`config.mk`:
```
export PLATFORM = sky130hd
export DESIGN_NAME = hbc_arbiter
export DESIGN_NICKNAME = d
export VERILOG_FILES = /design/src/rtl/hbc_arbiter.sv
export SDC_FILE = /design/constraint.sdc
export NUM_CORES = 1
export LEC_CHECK = 0
export BUFFER_PORTS_ARGS = -buffer_cell sky130_fd_sc_hd__buf_2
export CAP_MARGIN = 20
export CELL_PAD_IN_SITES_DETAIL_PLACEMENT = 1
export CELL_PAD_IN_SITES_GLOBAL_PLACEMENT = 1
export CORE_AREA = 5 5 139 141
export CTS_CLUSTER_SIZE = 12
export DETAILED_ROUTE_END_ITERATION = 12
export DIE_AREA = 0 0 144 146
export GPL_ROUTABILITY_DRIVEN = 0
export PLACE_DENSITY = 0.89
export SLEW_MARGIN = 20
export SYNTH_ARGS = -nofsm -noshare
export SYNTH_HDL_FRONTEND = slang
export SYNTH_SLANG_ARGS = --single-unit
```
`constraint.sdc`:
```
create_clock -name i_clk -period 1.9 [get_ports i_clk]
set_input_delay 0.19 -clock i_clk [delete_from_list [all_inputs] [get_ports i_clk]]
set_output_delay 0.19 -clock i_clk [all_outputs]
set_load 0.005 [all_outputs]
```
`src/rtl/hbc_arbiter.sv`:
```
`default_nettype none
// ============================================================================
// hbc_arbiter : two-master arbiter in front of a HyperBus controller port
// Revision    : 1.0
// ============================================================================
module hbc_arbiter #(
    parameter int ARB_MODE = 0
) (
    input  logic        i_clk,
    input  logic        i_rstn,

    input  logic        i_m0_valid,
    output logic        o_m0_ready,
    input  logic        i_m0_cfg_access,
    input  logic [3:0]  i_m0_wstrb,
    input  logic [31:0] i_m0_addr,
    input  logic [31:0] i_m0_wdata,
    output logic [31:0] o_m0_rdata,

    input  logic        i_m1_valid,
    output logic        o_m1_ready,
    input  logic        i_m1_cfg_access,
    input  logic [3:0]  i_m1_wstrb,
    input  logic [31:0] i_m1_addr,
    input  logic [31:0] i_m1_wdata,
    output logic [31:0] o_m1_rdata,

    output logic        o_mem_valid,
    input  logic        i_mem_ready,
    output logic        o_cfg_access,
    output logic [3:0]  o_mem_wstrb,
    output logic [31:0] o_mem_addr,
    output logic [31:0] o_mem_wdata,
    input  logic [31:0] i_mem_rdata,

    output logic [1:0]  o_grant,
    output logic        o_busy
);

    localparam logic [1:0] ST_IDLE = 2'd0;
    localparam logic [1:0] ST_BUSY = 2'd1;
    localparam logic [1:0] ST_RESP = 2'd2;

    logic [1:0]  state_q,     state_d;
    logic        last_q,      last_d;
    logic        mem_valid_q, mem_valid_d;
    logic        cfg_q,       cfg_d;
    logic [3:0]  wstrb_q,     wstrb_d;
    logic [31:0] addr_q,      addr_d;
    logic [31:0] wdata_q,     wdata_d;
    logic [1:0]  grant_q,     grant_d;
    logic [1:0]  ready_q,     ready_d;
    logic [31:0] rdata0_q,    rdata0_d;
    logic [31:0] rdata1_q,    rdata1_d;
    logic        w_win;

    always_comb begin
        // w_win = 1 selects port 1; last_q holds the port granted most recently
        w_win = 1'b0;
        if (i_m0_valid && i_m1_valid) begin
            w_win = (ARB_MODE != 0) ? 1'b0 : ~last_q;
        end else begin
            w_win = ~i_m0_valid;
        end

        state_d     = state_q;
        last_d      = last_q;
        mem_valid_d = mem_valid_q;
        cfg_d       = cfg_q;
        wstrb_d     = wstrb_q;
        addr_d      = addr_q;
        wdata_d     = wdata_q;
        grant_d     = grant_q;
        ready_d     = 2'b00;
        rdata0_d    = rdata0_q;
        rdata1_d    = rdata1_q;

        case (state_q)
            ST_IDLE: begin
                if (i_m0_valid || i_m1_valid) begin
                    state_d     = ST_BUSY;
                    mem_valid_d = 1'b1;
                    last_d      = w_win;
                    grant_d     = w_win ? 2'b10 : 2'b01;
                    cfg_d       = w_win ? i_m1_cfg_access : i_m0_cfg_access;
                    wstrb_d     = w_win ? i_m1_wstrb      : i_m0_wstrb;
                    addr_d      = w_win ? i_m1_addr       : i_m0_addr;
                    wdata_d     = w_win ? i_m1_wdata      : i_m0_wdata;
                end
            end
            ST_BUSY: begin
                if (i_mem_ready) begin
                    state_d     = ST_RESP;
                    mem_valid_d = 1'b0;
                    ready_d     = grant_q;
                    if (wstrb_q == 4'd0) begin
                        if (grant_q[0]) rdata0_d = i_mem_rdata;
                        if (grant_q[1]) rdata1_d = i_mem_rdata;
                    end
                end
            end
            ST_RESP: begin
                state_d = ST_IDLE;
                grant_d = 2'b00;
            end
            default: begin
                state_d     = ST_IDLE;
                mem_valid_d = 1'b0;
                grant_d     = 2'b00;
            end
        endcase
    end

    always_ff @(posedge i_clk or negedge i_rstn) begin
        if (!i_rstn) begin
            state_q     <= ST_IDLE;
            last_q      <= 1'b1;
            mem_valid_q <= 1'b0;
            cfg_q       <= 1'b0;
            wstrb_q     <= 4'd0;
            addr_q      <= 32'd0;
            wdata_q     <= 32'd0;
            grant_q     <= 2'b00;
            ready_q     <= 2'b00;
            rdata0_q    <= 32'd0;
            rdata1_q    <= 32'd0;
        end else begin
            state_q     <= state_d;
            last_q      <= last_d;
            mem_valid_q <= mem_valid_d;
            cfg_q       <= cfg_d;
            wstrb_q     <= wstrb_d;
            addr_q      <= addr_d;
            wdata_q     <= wdata_d;
            grant_q     <= grant_d;
            ready_q     <= ready_d;
            rdata0_q    <= rdata0_d;
            rdata1_q    <= rdata1_d;
        end
    end

    assign o_mem_valid  = mem_valid_q;
    assign o_cfg_access = cfg_q;
    assign o_mem_wstrb  = wstrb_q;
    assign o_mem_addr   = addr_q;
    assign o_mem_wdata  = wdata_q;
    assign o_grant      = grant_q;
    assign o_m0_ready   = ready_q[0];
    assign o_m1_ready   = ready_q[1];
    assign o_m0_rdata   = rdata0_q;
    assign o_m1_rdata   = rdata1_q;
    assign o_busy       = (state_q != ST_IDLE);

endmodule
`default_nettype wire

```
==> metrics <==
outcome=finished clean; clk buf depth=2; Final HPWL DP=16110 um; post_cts resized=0; Synth cell types=29; post-layout minimum cycle time=1.788 ns; mux cell area share after synthesis=0.1532; FF+latch count, synth=141; Synth area leaders=dfrtp_1, mux2_4, a221o_1; R2R Setup Slk=0.11 ns; reg-to-reg endpoint=o_m1_rdata[31]$_DFFE_PN0P_; Worst-Skew Late Latency=0.41 ns; TNS Setup=0 ns; slew margin rel.=0.6865; clock share of power=0.231; Final Max Tran Viols=0; sw power=0.004749 W; Pint=0.009473 W; Die H=146 um; Cell Pwr Density=1526 nW/um^2; post-synthesis simple-gate area fraction=0.02249; DRC Markers=0; fmax=0.5593 GHz; Net Count, Synth=588; postcts setup bufs=0; vias post-DR=5399; I/O Buffers=313; 1st-iter DRT viols=158; first-pass GRT wire length=36110 um; sequential fraction of the synthesis area=0.5715; Setup-failing EPs final=0; CTS tree=built; switching share of power=0.3339; Crit Path Max Fanout=13; final net count=970; Syn Inst Count=413; Initial Util=0.3462; largest net degree at the start of global routing=58; overall routing resource usage=0.2211; drt total wl=23500 um; vias in the first global route=6318; commonest non-fill, non-tap cells in the layout=buf_2, dfrtp_1, a221o_1, dlygate4sd3_1; router iterations before antenna repair=4; max-cap check violation count=0; share of cells above drive strength 1=0.5322; FF-to-FF Start=o_mem_wstrb[1]$_DFFE_PN0P_; CTS Hold Bufs=68; post-synthesis compound-gate area fraction=0.2079; CORE AREA=17840 um^2; Area Overhead vs Synth=50.93%; I/O pins=314; Hold Crit Class=primary input to flip-flop; critical path arrival=2.08 ns; TritonCTS Buffers=17; critical path class=flip-flop to flip-flop; clock tree sinks=141; synthesized area=6176 um^2; post-route clock period utilization=0.9411; H-tree depth=4; WL/cell=22.62 um; Clock transition at path regs=0.06 ns; fin worst setup slack=0.1119 ns; CP Cell Sequence=or4_4 -> nor2_8 -> buf_12 -> mux2_1; RSZ-0062 raised after global routing=false; syn avg cell area=14.95 um^2; Synth top area share=0.5673; Clock Tree Root=clkbuf_16; Pleak=4.755 nW; commonest non-fill, non-tap cell in the layout=buf_2; worst slew pin tran=0.4703 ns; Critical Path Start Type=flip-flop; routed vias/inst=5.196; Worst setup startpoint=o_mem_wstrb[1]$_DFFE_PN0P_; Tot Pwr=0.01422 W; Seq pwr share=0.370; fin cells=1039; CP max-delay cell=or4_4; Fin. Hold Viols=0; die area=21020 um^2; Post-Synth XOR/XNOR Area=0; num rows=49; Synth Warn #=0; Final ANT Viol Nets=0; Post-Synth Adder-Cell Area=0; clk_skew=0.008501 ns; grt ovf=0; chip width=144 um; Post-Place Cells=936; Fin Hold WS=0.02231 ns; Peak VDD IR=592.6 uV; Comb power frac=0.399; main combinational cell family by area after synthesis=compound AO/OA/AOI/OAI gates; Crit. End Element=flip-flop; reg2reg path depth=4; Place WS=0.1077 ns; cell taking the most area after synthesis=dfrtp_1; initial antenna violation count=3; Largest stage delay, worst path=0.61 ns; WP data required=2.19 ns; CP endpoint=o_m1_rdata[31]$_DFFE_PN0P_
cells by family after synthesis:
group,Yosys count
and+or+nand+nor,19
muxes,64
DFF,141
buffers and inverters,43
AOI/OAI and AO/OA,146
registers in the layout, summed over array words and instances, names as in the netlist:
signal,flops
o_mem_wstrb,4
o_m0_rdata,32
o_mem_wdata,32
o_m1_rdata,32
state_q,2
o_mem_addr,32
o_grant,2
last_q,1
o_cfg_access,1
o_mem_valid,1
ready_q,2
worst min path at each step:
| stage | startpoint | to | slack, ns | depth (start not counted) |
|---|---|---|---|---|
| finish | i_m0_addr[23] | o_mem_addr[23]$_DFFE_PN0P_ | 0.02 | 2 |
| global route | i_m0_wdata[16] | o_mem_wdata[16]$_DFFE_PN0P_ | 0.0007 | 2 |
| detailed placement | i_rstn | o_m1_rdata[21]$_DFFE_PN0P_ | 0.11 | 1 |
| global placement | i_rstn | o_m1_rdata[21]$_DFFE_PN0P_ | 0.10 | 1 |
| floorplan | i_rstn | o_cfg_access$_DFFE_PN0P_ | -0.11 | 0 |
| CTS | i_m0_addr[5] | o_mem_addr[5]$_DFFE_PN0P_ | 0.00005 | 2 |
cell type report:
cell class                 instances  area (um^2)
tap                              229        286.5
clock inverter                    12        138.9
sequential                       141         3530
multi-input combinational        229         2375
fill                            1890         8519
antenna                            2        5.005
inverter                           5        18.77
clock buffer                      20        436.7
timing repair buffer             401         2531
metrics by stage:
step,area [um^2],util
after detailed placement,8050,0.4512
after global routing,9321,0.5225
after floorplan,6176,-
after global placement,8050,0.4512
final,9321,0.5225
after CTS,9306,0.5216
power groups by stage:
stage                     Sequential [W]  Combinational, W  Clock, W
after floorplan                  0.00519           0.00284         0
after global placement           0.00515           0.00526         0
final                            0.00526           0.00568   0.00328
after CTS                        0.00524           0.00567   0.00337
after global routing             0.00541           0.00611   0.00351
after detailed placement         0.00523           0.00557         0
cells in the mapped netlist, drive strengths merged:
library cell	instances
dfstp	1
and3	1
a221o	69
nor2	4
dfrtp	140
or4	1
and2	1
a2111oi	1
nand2	6
or2	1
nor2b	3
a211oi	1
a21boi	69
nand4b	2
o21ai	2
mux2	64
buf	19
a22oi	1
clkbuf	19
a21oi	1
o21ba	1
a21o	1
inv	5
layer usage:
metal | wire (um) | global-route usage
met1 | 8744 | 0.2485
met2 | 12290 | 0.3862
met3 | 1695 | 0.06704
met4 | 762 | 0.08992
met5 | 7 | 0
critical path, delay by kind of cell, from the launching register on:
family | cells | cell delay, ns
buf+inv | 1 | 0.18
flops | 1 | 0.39
simple gates | 2 | 0.76
mux | 1 | 0.33
Note: power is estimated with default switching activity, not from simulation.
